==> config.mk <==
export PLATFORM = sky130hd
export DESIGN_NAME = sample_scheduler_flat
export DESIGN_NICKNAME = d
export VERILOG_FILES = /design/src/rtl/sample_sched_pkg.sv /design/src/rtl/sample_scheduler_if.sv /design/src/rtl/sample_scheduler_rr_arbiter.sv /design/src/rtl/sample_scheduler.sv /design/src/flat_wrapper.sv
export SDC_FILE = /design/constraint.sdc
export NUM_CORES = 1
export LEC_CHECK = 0
export CORE_ASPECT_RATIO = 0.6
export CORE_UTILIZATION = 50
export CTS_CLUSTER_SIZE = 14
export DETAILED_ROUTE_END_ITERATION = 8
export PLACE_DENSITY = 0.83
export SLEW_MARGIN = 5
export SYNTH_ARGS = -nofsm -noshare
export SYNTH_HDL_FRONTEND = slang
export SYNTH_HIERARCHICAL = 1
export SYNTH_SLANG_ARGS = --single-unit
==> constraint.sdc <==
create_clock -name clk -period 3.25 [get_ports clk]
set_input_delay 0.975 -clock clk [delete_from_list [all_inputs] [get_ports clk]]
set_output_delay 0.975 -clock clk [all_outputs]
set_load 0.005 [all_outputs]
==> src/rtl/sample_sched_pkg.sv <==
// Shared types and defaults for the sample scheduler.
// Channel buses are flattened; slice_lo() gives the low bit of a channel's slice.
package sample_sched_pkg;

    localparam int NUM_CH_DEF   = 4;
    localparam int DATA_W_DEF   = 8;
    localparam int PERIOD_W_DEF = 8;

    typedef enum logic {
        OUT_EMPTY = 1'b0,
        OUT_FULL  = 1'b1
    } out_state_e;

    function automatic int slice_lo(input int ch, input int width);
        return ch * width;
    endfunction

endpackage

==> src/rtl/sample_scheduler_if.sv <==
// Valid/ready sample stream from the scheduler to the trace/capture sink.
// The scheduler drives the master modport and the sink drives the slave modport.
interface sample_scheduler_if #(
    parameter int DATA_W = 8,
    parameter int CH_W   = 2
);
    logic              smp_valid;
    logic              smp_ready;
    logic [DATA_W-1:0] smp_data;
    logic [CH_W-1:0]   smp_ch;

    modport master (
        output smp_valid,
        output smp_data,
        output smp_ch,
        input  smp_ready
    );

    modport slave (
        input  smp_valid,
        input  smp_data,
        input  smp_ch,
        output smp_ready
    );
endinterface

==> src/rtl/sample_scheduler_rr_arbiter.sv <==
// Round-robin pick of one requester, scanning upward from ptr+1 with wrap.
// Latency: purely combinational.
// Backpressure: en low suppresses every grant.
module rr_arbiter #(
    parameter  int NUM_CH = 4,
    localparam int CH_W   = $clog2(NUM_CH)
) (
    input  logic [NUM_CH-1:0] req,
    input  logic [CH_W-1:0]   ptr,
    input  logic              en,
    output logic [NUM_CH-1:0] gnt,
    output logic [CH_W-1:0]   gnt_idx,
    output logic              gnt_any
);

    always_comb begin
        int              cand;
        logic [CH_W-1:0] c;
        cand    = 0;
        c       = '0;
        gnt     = '0;
        gnt_idx = '0;
        gnt_any = 1'b0;
        // The current holder of ptr is scanned last, so it only wins when alone.
        for (int off = 1; off <= NUM_CH; off++) begin
            cand = int'(ptr) + off;
            if (cand >= NUM_CH) begin
                cand = cand - NUM_CH;
            end
            c = CH_W'(cand);
            if (!gnt_any && en && req[c]) begin
                gnt_any = 1'b1;
                gnt[c]  = 1'b1;
                gnt_idx = c;
            end
        end
    end

endmodule

==> src/rtl/sample_scheduler.sv <==
// Freezes per-channel samples on strobe or timer trigger and serialises them round-robin.
// Latency: trigger at edge k, ch_ack during k..k+1, smp_valid after edge k+1.
// Backpressure: output register holds while smp_ready is low; repeat triggers set ovf.
module sample_scheduler
    import sample_sched_pkg::*;
#(
    parameter  int NUM_CH   = NUM_CH_DEF,
    parameter  int DATA_W   = DATA_W_DEF,
    parameter  int PERIOD_W = PERIOD_W_DEF,
    localparam int CH_W     = $clog2(NUM_CH)
) (
    input  logic                       clk,
    input  logic                       rst_n,
    input  logic                       cfg_en,
    input  logic [NUM_CH*PERIOD_W-1:0] cfg_period,
    input  logic [NUM_CH-1:0]          ch_req,
    input  logic [NUM_CH*DATA_W-1:0]   ch_data,
    output logic [NUM_CH-1:0]          ch_ack,
    output logic [NUM_CH-1:0]          ovf,
    input  logic [NUM_CH-1:0]          ovf_clr,
    sample_scheduler_if.master         smp
);

    logic [NUM_CH-1:0]        trig;
    logic [NUM_CH-1:0]        pend_q;
    logic [NUM_CH-1:0]        ovf_q;
    logic [NUM_CH*DATA_W-1:0] hold_flat;

    logic [NUM_CH-1:0] gnt;
    logic [CH_W-1:0]   gnt_idx;
    logic              gnt_any;
    logic              gnt_en;
    logic [CH_W-1:0]   rr_ptr_q;

    out_state_e        state_q;
    out_state_e        state_d;
    logic [DATA_W-1:0] smp_data_q;
    logic [CH_W-1:0]   smp_ch_q;

    for (genvar i = 0; i < NUM_CH; i++) begin : g_ch
        logic [PERIOD_W-1:0] per;
        logic [PERIOD_W-1:0] cnt_q;
        logic [DATA_W-1:0]   hold_q;
        logic                tmr_exp;

        assign per     = cfg_period[slice_lo(i, PERIOD_W) +: PERIOD_W];
        assign tmr_exp = cfg_en && (per != '0) && (cnt_q == per - PERIOD_W'(1));
        assign trig[i] = ch_req[i] | tmr_exp;

        // A counter left beyond a freshly shortened period restarts silently.
        always_ff @(posedge clk or negedge rst_n) begin
            if (!rst_n) begin
                cnt_q <= '0;
            end else if (!cfg_en || (per == '0) || (cnt_q >= per) || tmr_exp) begin
                cnt_q <= '0;
            end else begin
                cnt_q <= cnt_q + PERIOD_W'(1);
            end
        end

        // An overrun keeps the older sample; a same-cycle grant frees the slot.
        always_ff @(posedge clk or negedge rst_n) begin
            if (!rst_n) begin
                hold_q <= '0;
            end else if (trig[i] && (!pend_q[i] || gnt[i])) begin
                hold_q <= ch_data[slice_lo(i, DATA_W) +: DATA_W];
            end
        end

        assign hold_flat[slice_lo(i, DATA_W) +: DATA_W] = hold_q;
    end

    always_ff @(posedge clk or negedge rst_n) begin
        if (!rst_n) begin
            pend_q <= '0;
            ovf_q  <= '0;
        end else begin
            pend_q <= trig | (pend_q & ~gnt);
            ovf_q  <= (ovf_q & ~ovf_clr) | (trig & pend_q & ~gnt);
        end
    end

    assign gnt_en = (state_q == OUT_EMPTY) || smp.smp_ready;

    rr_arbiter #(
        .NUM_CH (NUM_CH)
    ) u_arb (
        .req     (pend_q),
        .ptr     (rr_ptr_q),
        .en      (gnt_en),
        .gnt     (gnt),
        .gnt_idx (gnt_idx),
        .gnt_any (gnt_any)
    );

    always_comb begin
        state_d = state_q;
        unique case (state_q)
            OUT_EMPTY: if (gnt_any) state_d = OUT_FULL;
            OUT_FULL:  if (smp.smp_ready && !gnt_any) state_d = OUT_EMPTY;
            default:   state_d = OUT_EMPTY;
        endcase
    end

    always_ff @(posedge clk or negedge rst_n) begin
        if (!rst_n) begin
            state_q <= OUT_EMPTY;
        end else begin
            state_q <= state_d;
        end
    end

    always_ff @(posedge clk or negedge rst_n) begin
        if (!rst_n) begin
            smp_data_q <= '0;
            smp_ch_q   <= '0;
            rr_ptr_q   <= CH_W'(NUM_CH - 1);
        end else if (gnt_any) begin
            smp_data_q <= hold_flat[slice_lo(int'(gnt_idx), DATA_W) +: DATA_W];
            smp_ch_q   <= gnt_idx;
            rr_ptr_q   <= gnt_idx;
        end
    end

    assign smp.smp_valid = (state_q == OUT_FULL);
    assign smp.smp_data  = smp_data_q;
    assign smp.smp_ch    = smp_ch_q;
    assign ch_ack        = gnt;
    assign ovf           = ovf_q;

endmodule

==> src/flat_wrapper.sv <==
// flat-port wrapper written by rule: the top's interface ports become plain ports
module sample_scheduler_flat import sample_sched_pkg::*;
#(
    parameter  int NUM_CH   = NUM_CH_DEF,
    parameter  int DATA_W   = DATA_W_DEF,
    parameter  int PERIOD_W = PERIOD_W_DEF,
    localparam int CH_W     = $clog2(NUM_CH)
)
  (clk, rst_n, cfg_en, cfg_period, ch_req, ch_data, ch_ack, ovf, ovf_clr, smp_smp_valid, smp_smp_data, smp_smp_ch, smp_smp_ready);
  sample_scheduler_if #(.DATA_W(DATA_W)) smp_i ();
  input  logic clk;
  input  logic rst_n;
  input  logic cfg_en;
  input  logic [NUM_CH*PERIOD_W-1:0] cfg_period;
  input  logic [NUM_CH-1:0] ch_req;
  input  logic [NUM_CH*DATA_W-1:0] ch_data;
  output logic [NUM_CH-1:0] ch_ack;
  output logic [NUM_CH-1:0] ovf;
  input  logic [NUM_CH-1:0] ovf_clr;
  output wire logic [$bits(smp_i.smp_valid)-1:0] smp_smp_valid;
  output wire logic [$bits(smp_i.smp_data)-1:0] smp_smp_data;
  output wire logic [$bits(smp_i.smp_ch)-1:0] smp_smp_ch;
  input wire logic [$bits(smp_i.smp_ready)-1:0] smp_smp_ready;
  assign smp_smp_valid = smp_i.smp_valid;
  assign smp_smp_data = smp_i.smp_data;
  assign smp_smp_ch = smp_i.smp_ch;
  assign smp_i.smp_ready = smp_smp_ready;
  sample_scheduler #(.NUM_CH(NUM_CH), .DATA_W(DATA_W), .PERIOD_W(PERIOD_W)) u_core (.clk(clk), .rst_n(rst_n), .cfg_en(cfg_en), .cfg_period(cfg_period), .ch_req(ch_req), .ch_data(ch_data), .ch_ack(ch_ack), .ovf(ovf), .ovf_clr(ovf_clr), .smp(smp_i));
endmodule
### After elaboration in Yosys (flattened, before gate mapping)

Cells that the tools add are included.

| word-level totals | value |
|---|---|
| input port bits | 76 |
| logic and storage cells | 164 |
| register bits after elaboration | 85 |
| output and inout port bits | 19 |

| cells by class | value |
|---|---|
| bitwise gates (word level) | 16 |
| magnitude comparators | 16 |
| add/subtract/negate cells | 16 |
| reductions and logical operators | 58 |
| shift-type cells | 1 |
| equal/unequal tests | 4 |
| multiplexer cells | 39 |

Operators with widths:

| cell | number |
|---|---|
| adder 8 x 1 -> 8 bit (second input constant) | 4 |
| equality test 8 bit | 4 |
| greater-or-equal comparator 8 bit | 4 |
| zero test 8 bit | 4 |
| two-way mux 8 bit | 4 |
| nonzero test 8 bit | 4 |
| variable part select 32 x 6 -> 8 bit | 1 |
| subtractor 8 x 1 -> 8 bit (second input constant) | 4 |
| logical AND 1 bit | 24 |
| bitwise OR 4 bit | 5 |
| logical OR 1 bit | 17 |
| bitwise AND 4 bit | 4 |
| two-way mux 2 bit | 8 |
| two-way mux 4 bit | 4 |
| two-way mux 1 bit | 14 |
| < comparator 2 x 3 -> 1 bit (second input constant) | 4 |
| greater-or-equal comparator 3 bit (second input constant) | 3 |
| zero test 1 bit | 9 |
| binary-select mux 1 bit (select 2 bit) | 4 |
| demux 1 bit (select 2 bit) | 4 |
| greater-or-equal comparator 2 x 1 -> 1 bit (second input constant) | 4 |
| inverter 4 bit | 2 |
| subtractor 2 x 1 -> 2 bit (second input constant) | 4 |
| adder 2 x 2 -> 3 bit (second input constant) | 2 |
| other kinds (6) | 9 |

### Depth between registers and ports, before layout

Gate-level depths: netlist of run 1.

| logic depth | value |
|---|---|
| depth in word-level cells | 23 |
| mapped depth | 11 |
| mapped depth without buffers | 9 |

### Hierarchy

Netlist of run 1, hierarchy kept.

Modules (own cells, without submodules):

| module | area each (um2) | sequential area each (um2) | instances | cells each |
|---|---|---|---|---|
| sample_scheduler | 5,509.0 | 2,129.5 | 1 | 534 |
| rr_arbiter | 554.3 | 0.0 | 1 | 70 |

### Worst setup path after synthesis of run 1

No wires, ideal clock.

| path | value |
|---|---|
| path type | reg2reg |
| start | register u_core.rr_ptr_q[0] |
| end | register u_core.smp_data_q[4] (netlist: u_core/smp.smp_data[4]) |
| buffers on the path | 2 |
| cell stages (with the launch flop) | 11 |
| data required time | 3,125 ps |
| arrival | 3,254 ps |
| clock period less this slack | 3,379 ps |
| library setup time | 125 ps |
| setup slack | -129 ps |
| cell sequence | dfstp_2 -> clkbuf_4 -> inv_2 -> ha_1 -> mux4_2 -> nor2b_1 -> o22ai_1 -> a21oi_1 -> clkbuf_1 -> mux4_2 -> mux2_2 |

| on the way | value |
|---|---|
| word-level cells in the longest chain between the ends | 20 |
| elaborated cells on any way between the ends | 43 |
| classes of those cells | 8 x add/sub; 4 x order compare; 1 x shift; 20 x mux; 10 x reduce/logical |

Ends and longest elaborated chain:

| what | RTL line | text |
|---|---|---|
| start: declaration | sample_scheduler.sv:33 | `logic [CH_W-1:0] rr_ptr_q;` |
| start signal: assignment | sample_scheduler.sv:117 | `rr_ptr_q <= CH_W'(NUM_CH - 1);` |
| start signal: assignment | sample_scheduler.sv:121 | `rr_ptr_q <= gnt_idx;` |
| adder 2 x 1 -> 3 bit | sample_scheduler_rr_arbiter.sv:26 | `cand = int'(ptr) + off;` |
| greater-or-equal comparator 3 bit or subtractor 2 x 1 -> 2 bit (tied branches) | sample_scheduler_rr_arbiter.sv:27, sample_scheduler_rr_arbiter.sv:28 |  |
| two-way mux 2 bit | sample_scheduler_rr_arbiter.sv:27 | `if (cand >= NUM_CH) begin` |
| binary-select mux 1 bit (select 2 bit) | sample_scheduler_rr_arbiter.sv:31 | `if (!gnt_any && en && req[c]) begin` |
| two-way mux 1 bit (not written as such) | sample_scheduler_rr_arbiter.sv:31 |  |
| logical AND 1 bit | sample_scheduler_rr_arbiter.sv:31 |  |
| two-way mux 1 bit | sample_scheduler_rr_arbiter.sv:31 |  |
| zero test 1 bit | sample_scheduler_rr_arbiter.sv:31 |  |
| [3 not listed] | - |  |
| zero test 1 bit | sample_scheduler_rr_arbiter.sv:31 |  |
| logical AND 1 bit (2 in series) | sample_scheduler_rr_arbiter.sv:31 |  |
| two-way mux 1 bit | sample_scheduler_rr_arbiter.sv:31 |  |
| zero test 1 bit | sample_scheduler_rr_arbiter.sv:31 |  |
| logical AND 1 bit (2 in series) | sample_scheduler_rr_arbiter.sv:31 |  |
| two-way mux 2 bit * | sample_scheduler_rr_arbiter.sv:31 |  |
| net u_core.gnt_idx[0] | sample_scheduler.sv:30 | `logic [CH_W-1:0] gnt_idx;` |
| variable part select 32 x 6 -> 8 bit * | sample_scheduler.sv:119 | `smp_data_q <= hold_flat[slice_lo(int'(gnt_idx), DATA_W) +: DATA_W];` |
| end signal: assignment | sample_scheduler.sv:119 |  |
| end: declaration | sample_scheduler.sv:37 | `logic [DATA_W-1:0] smp_data_q;` |

The timed path passes the listed nets; every way through them passes the cells marked *. The select of a mux whose other input is x is not followed.
A chain may end at the register's enable or synchronous reset.

### Worst setup path in the final report of run 1

| path | value |
|---|---|
| start | register u_core.rr_ptr_q[0] |
| end | output ch_ack[2] |

| on the way | value |
|---|---|
| word-level cells in the longest chain between the ends | 19 |
| elaborated cells on any way between the ends | 64 |
| classes of those cells | 8 x add/sub; 12 x order compare; 27 x mux; 3 x bitwise; 14 x reduce/logical |

Ends and longest elaborated chain:

| what | RTL line | text |
|---|---|---|
| parallel branches: the longest is 18 deep, another holds adder 2 x 1 -> 3 bit | - |  |
| two-way mux 4 bit * | sample_scheduler_rr_arbiter.sv:31 |  |
| end: declaration | flat_wrapper.sv:17 | `output logic [NUM_CH-1:0] ch_ack;` |

Mark *: on every way between the ends. The select of a mux whose other input is x is not followed.

==> run metrics, run 1 <==
status=complete, but fails checks; failing checks=setup timing; Hold Violations, Final=0; clock skew=0.00968 ns; clk root buf=clkbuf_16; initial antenna violation count=0; area delta synth->final=38.3%; P_leak=3.85 nW; first-pass GRT wire length=26.9 mm; core outline area=11,600 um^2; Clock Path Buffers=2; Worst-Skew Late Latency=0.35 ns; WP buf/inv=4; largest net degree at the start of global routing=47; cell count after synthesis=604; Most used DFF post-synth=dfrtp_1; Startpoint Class=flip-flop; Routed Antenna Nets=0; Critical Path RT=2.27 ns; post-place setup slack=-0.506 ns; critical path class=reg -> out; Ys Warns=6; max_cap viols=0; port bufs=94; min cycle time layout=3.42 ns; CP endpoint kind=output port; DIE AREA=12,600 um^2; EDFF count, synth=0; Slowest Stage Delay on Critical Path=0.55 ns; Crit-path slowest cell=dfstp_2; Post-synth ARST share=100%; vias in the first global route=5,602; register bit total from synthesis=85; final worst slack=-0.173 ns; DR vias=5,411; delay-heaviest family, CP=multiplexers; HP Class=reg -> reg; Clock transition at path regs=0.06 ns; WP depth=9; DIE WIDTH=144 um; R2R depth=12; Yosys top cell by area=dfrtp_1; Final period util=105%; Setup TNS=-0.561 ns; post-synthesis cell type count=63; total wire length=17.0 mm; cell area after synthesis=6060 um^2; Mean Syn Cell Area=10.0 um^2; power density cells=628 nW/um^2; Layout fillers=803; largest cells by area after synthesis=dfrtp_1, ha_1, mux2_2, xnor2_1, mux4_2; crit path cell chain=inv_2, ha_4, mux2_4, mux2i_4, buf_6, buf_6, mux2i_4, o2bb2ai_2, buf_2; Final Util=72.5%; peak supply drop=408 uV; sequential area share after synthesis=35.1%; CTS buffer count=9; initial core utilization=52.4%; # diodes=0; Clock Sinks=85; H-tree lvl count=3; RSZ-0062 raised after global routing=true; drt pass-1 iters=4; hold path cells=1; row cnt=30; Pwr Total=5.27 mW; Slew Viols, Final=0; DR iter-0 viols=387; Final Wtd Congestion=0.904; Worst Path Arrival=2.45 ns; Post-synth top cells=dfrtp_1, inv_1, ha_1; TritonCTS clock tree=built; Setup violations, final=8; via/cell ratio=5.73; top cell type's share of synthesized area=34.3%; Syn Nets=732; share of cells above drive strength 1=26.8%; final net count=908; Die Span Y=87.3 um; placed cell area=7720 um^2; max_slew headroom=57.7%; Worst-Margin Slew=0.634 ns; Post-DP HPWL=12.3 mm; GRT Total Usage=27.7%; Layout Cell Area excl Fill=8390 um^2; # IOs=95; Routed wire per std cell=18.0 um; DRC viols=0; GRT overflow=0; CP Max Fanout=3; Fmax=292 MHz; most common cell in the netlist=dfrtp_1
## path summary, 6_finish.rpt
check | to | slack [ns] | startpoint
setup / recovery | ch_ack[2] | -0.17 | u_core/rr_ptr_q[0]
hold / removal | u_core/g_ch[0].hold_q[0] | 0.51 | u_core/g_ch[0].hold_q[0]
setup reg to reg | u_core/smp.smp_data[4] | -0.02 | u_core/rr_ptr_q[0]
hold reg to reg | u_core/g_ch[0].hold_q[0] | 0.51 | u_core/g_ch[0].hold_q[0]
max in group asynchronous | u_core/g_ch[3].hold_q[3] | 2.00 | rst_n
min in group asynchronous | u_core/smp.smp_valid | 0.62 | rst_n
## cell families (layout without fill, tap and decap cells)
logic type                 count (synthesis)  after routing  share of synthesized area, %
AOI/OAI and AO/OA                         83             83                          10.6
buffers and inverters                     77            258                          4.99
adders and majority gates                 52             52                          10.7
DFF                                       85             85                          35.1
xor gates and xnor gates                  57             57                          8.23
and+or+nand+nor                          188            188                          16.8
muxes                                     62             62                          13.6
## power by group
| part | total (mW) | switching, mW | internal, mW |
|---|---|---|---|
| sequential | 1.65 | 0.244 | 1.40 |
| combinational | 2.66 | 1.13 | 1.52 |
| clock | 0.963 | 0.440 | 0.523 |
## worst reg2reg max path, cell delays in order, from the launching register on
cell and delay (ns):
dfstp_2 0.55, inv_2 0.06, ha_4 0.28, buf_4 0.13, mux4_2 0.34, buf_4 0.17, buf_4 0.15, nor2b_4 0.14
o22ai_1 0.12, a21oi_2 0.22, buf_6 0.18, mux4_2 0.53, mux2_4 0.28
## placed cells by master (no fill, tap or decap), types with 4 or more instances in the layout
master           instances
buf_6                    6
nand2b_1                11
nor2b_1                  8
o22ai_1                  4
clkbuf_16                9
inv_1                   59
dlygate4sd2_1            5
o21a_1                   5
o211ai_1                 4
o2bb2ai_2                4
clkdlybuf4s50_1         78
or4_4                    4
or3_1                    4
nor4_1                  10
o21ai_0                 12
nand3_1                 26
nand4_1                 10
mux4_2                  11
ha_1                    50
buf_4                   78
xnor2_1                 31
dlymetal6s2s_1           6
buf_2                    4
a21o_1                  11
xor2_1                  26
nor2_1                  32
nor3_1                   8
buf_12                   4
nand2_1                 32
mux2_4                   5
dfrtp_1                 83
a21oi_1                  7
or4_1                    5
and3_1                   9
mux2_2                  37
or3_4                    4
mux2i_1                  5
## layout make-up
class,count,area (um^2),area share [%]
multi-input combinational,442,3900,46.5
sequential,85,2130,25.4
timing repair buffer,181,1650,19.7
clock buffer,10,229,2.73
inverter,61,229,2.73
tap,160,200,2.39
clock inverter,6,46.3,0.552
## flip-flops by register name, indices dropped and copies added, names as in the netlist
register and flops:
u_core/smp.smp_ch 2, u_core/smp.smp_data 8, u_core/smp.smp_valid 1, u_core/pend_q 4
u_core/ovf 4, u_core/g_ch.hold_q 32, u_core/g_ch.cnt_q 32, u_core/rr_ptr_q 2
## layer usage
layer / wire [um] / share of wire [%] / vias to the layer above / global-route usage [%]
met1: 7530 / 44 / 2638 / 36.6
met4: 381 / 2.2 / 0 / 8.90
met5: 0 / 0 / - / 0
met2: 8080 / 48 / 211 / 46.3
met3: 1010 / 5.9 / 45 / 4.95
li1: - / - / 2517 / -
## stage by stage
step	hold slack (ns)	std cells
after floorplan	0.475	604
after global placement	0.484	914
after detailed placement	0.493	914
after CTS	0.506	940
after global routing	0.527	945
final	0.506	945
## repair_timing
item / in CTS / in global routing
pin swaps: 17 / 21
cloned: 0 / 1
gates resized for setup: 43 / 41
endpoints found under the setup margin: 36 / 60
setup buffers: 10 / 4
hold buffers: 0 / 0
Power figures use the tool's default switching activity.
==> run 2, diff against run 1 <==
CORE_UTILIZATION = 55   (was 50)
CTS_CLUSTER_DIAMETER = 150   (was not set)
PLACE_DENSITY = 0.86   (was 0.83)
clock period = 3.4 ns   (was 3.25 ns; I/O delays follow)
==> run 2 against run 1 <==
  * The run still ends with setup timing left
  * Sequential power shrank 2%
  * Routed wire length increased by 4.9%
  * Via count grew 3.0%
  * First-iteration DRC count rose by 15%
  * Register-to-register slack better by 0.08 ns
  * Critical path depth fell by 1
  * Clock-buffer cell count is 1 higher
  * Utilization rose by 5.9 points
  * Worst hold slack hardly changed
  * Power barely moved
  * Setup slack gained 0.094 ns
  * Critical endpoint unchanged
  * Largest cell class unchanged
  * Largest power group unchanged
==> run metrics, run 2 (same netlist as run 1, synthesis figures left out) <==
cell total after placement=891; critical path class=reg -> out; Clock transition at path regs=0.06 ns; fin cells=925; Clock Sinks=85; vias in the first global route=5,610; share of cells above drive strength 1=24.9%; Final period util=102%; DR vias=5,571; Hold Violations, Final=0; TritonCTS clock tree=built; worst hold slack=0.506 ns; P_leak=3.83 nW; Setup TNS=-0.251 ns; peak supply drop=569 uV; total wire length=17.8 mm; CTS buffer count=9; CP Max Fanout=4; most common cell after layout, fill and taps aside=clkdlybuf4s50_1; DRC viols=0; Slowest Stage Delay on Critical Path=0.54 ns; max_cap viols=0; Hold Buf Count CTS=0; crit path cell chain=inv_2, ha_4, mux2_4, nor3b_4, o21ai_4, buf_4, o2bb2ai_4, buf_2; Post-DP HPWL=12.2 mm; port bufs=94; GRT overflow=0; Routed wire per std cell=19.3 um; DR iter-0 viols=445; CP endpoint kind=output port; Die Span Y=83.3 um; Setup violations, final=4; failing checks=setup timing; min cycle time layout=3.48 ns; RSZ-0062 raised after global routing=true; row cnt=29; initial antenna violation count=0; Final Util=78.4%; clk root buf=clkbuf_16; area delta synth->final=37.5%; core outline area=10,600 um^2; HP Class=reg -> reg; via/cell ratio=6.02; Crit-path slowest cell=dfstp_2; Fmax=287 MHz; max_slew headroom=29.7%; # diodes=0; Slew Viols, Final=0; H-tree lvl count=3; Routed Antenna Nets=0; Pwr Total=5.27 mW; Startpoint Class=flip-flop; Critical Path RT=2.38 ns; Worst-Skew Late Latency=0.34 ns; status=complete, but fails checks; first-pass GRT wire length=28.1 mm; clock skew=0.00648 ns; DIE WIDTH=138 um; Final Wtd Congestion=0.879; Worst-Margin Slew=1.05 ns; # IOs=95; largest net degree at the start of global routing=86; power density cells=632 nW/um^2; DIE AREA=11,500 um^2; commonest non-fill, non-tap cells in the layout=clkdlybuf4s50_1, dfrtp_1, buf_4; drt pass-1 iters=5; Worst Path Arrival=2.46 ns; Clock Path Buffers=2; initial core utilization=57.0%; final net count=909; GRT Total Usage=31.9%; final worst slack=-0.0785 ns
-- run 2: per-layer routing --
layer  GRT usage (%)  routed length (um)  vias up  share of wire [%]
met5               0                   0        -                  0
met3            6.41                1420       34                8.0
met2            55.0                8850      295                 50
met4            7.99                 276        0                1.5
li1                -                   -     2524                  -
met1            40.8                7280     2718                 41
-- run 2: area by class of cell --
type / instances / area [um^2]
Multi-Input combinational cell: 443 / 3840
Fill cell: 617 / 2300
Tap cell: 139 / 174
Clock inverter: 5 / 82.6
Timing Repair Buffer: 181 / 1630
Clock buffer: 11 / 253
Inverter: 61 / 229
Sequential cell: 85 / 2130
-- run 2: power by group --
| part | internal (mW) | switching (mW) | total, mW | leakage, nW |
|---|---|---|---|---|
| clock | 0.685 | 0.397 | 1.08 | 0.166 |
| sequential | 1.34 | 0.264 | 1.61 | 1.05 |
| combinational | 1.46 | 1.12 | 2.58 | 2.61 |
| total | 3.48 | 1.78 | 5.27 | 3.83 |
-- run 2: final timing paths --
kind | startpoint | endpoint | slack [ns] | depth (start not counted)
max | u_core/rr_ptr_q[0] | ch_ack[2] | -0.08 | 8
min | u_core/smp.smp_data[2] | u_core/smp.smp_data[2] | 0.51 | 1
max reg2reg | u_core/rr_ptr_q[0] | u_core/smp.smp_data[7] | 0.06 | 10
max in group asynchronous | rst_n | u_core/g_ch[2].hold_q[0] | 1.86 | 1
min reg2reg | u_core/smp.smp_data[2] | u_core/smp.smp_data[2] | 0.51 | 1
min in group asynchronous | rst_n | u_core/ovf[1] | 0.86 | 1
-- run 2: metrics by stage --
stage          cell area [um^2]  setup WS, ns
2_1_floorplan              6060        0.0210
3_3_place_gp               7660        -0.329
3_5_place_dp               7660        -0.378
6_report                   8340       -0.0785
5_1_grt                    8340        -0.116
4_1_cts                    8210       -0.0543
-- run 2: worst max-delay path: cells and delay by family (launching register included) --
family | cells | cell delay (ns)
flops | 1 | 0.54
buf+inv | 3 | 0.37
mux | 1 | 0.35
fa+ha+maj | 1 | 0.30
simple gates | 1 | 0.28
compound gates | 2 | 0.28
-- run 2: repair_timing --
item / CTS / global route
pin swaps: 4 / 11
resized for setup: 37 / 20
cloned: 1 / 1
setup endpoints to repair: 12 / 32
setup buffers: 8 / 8
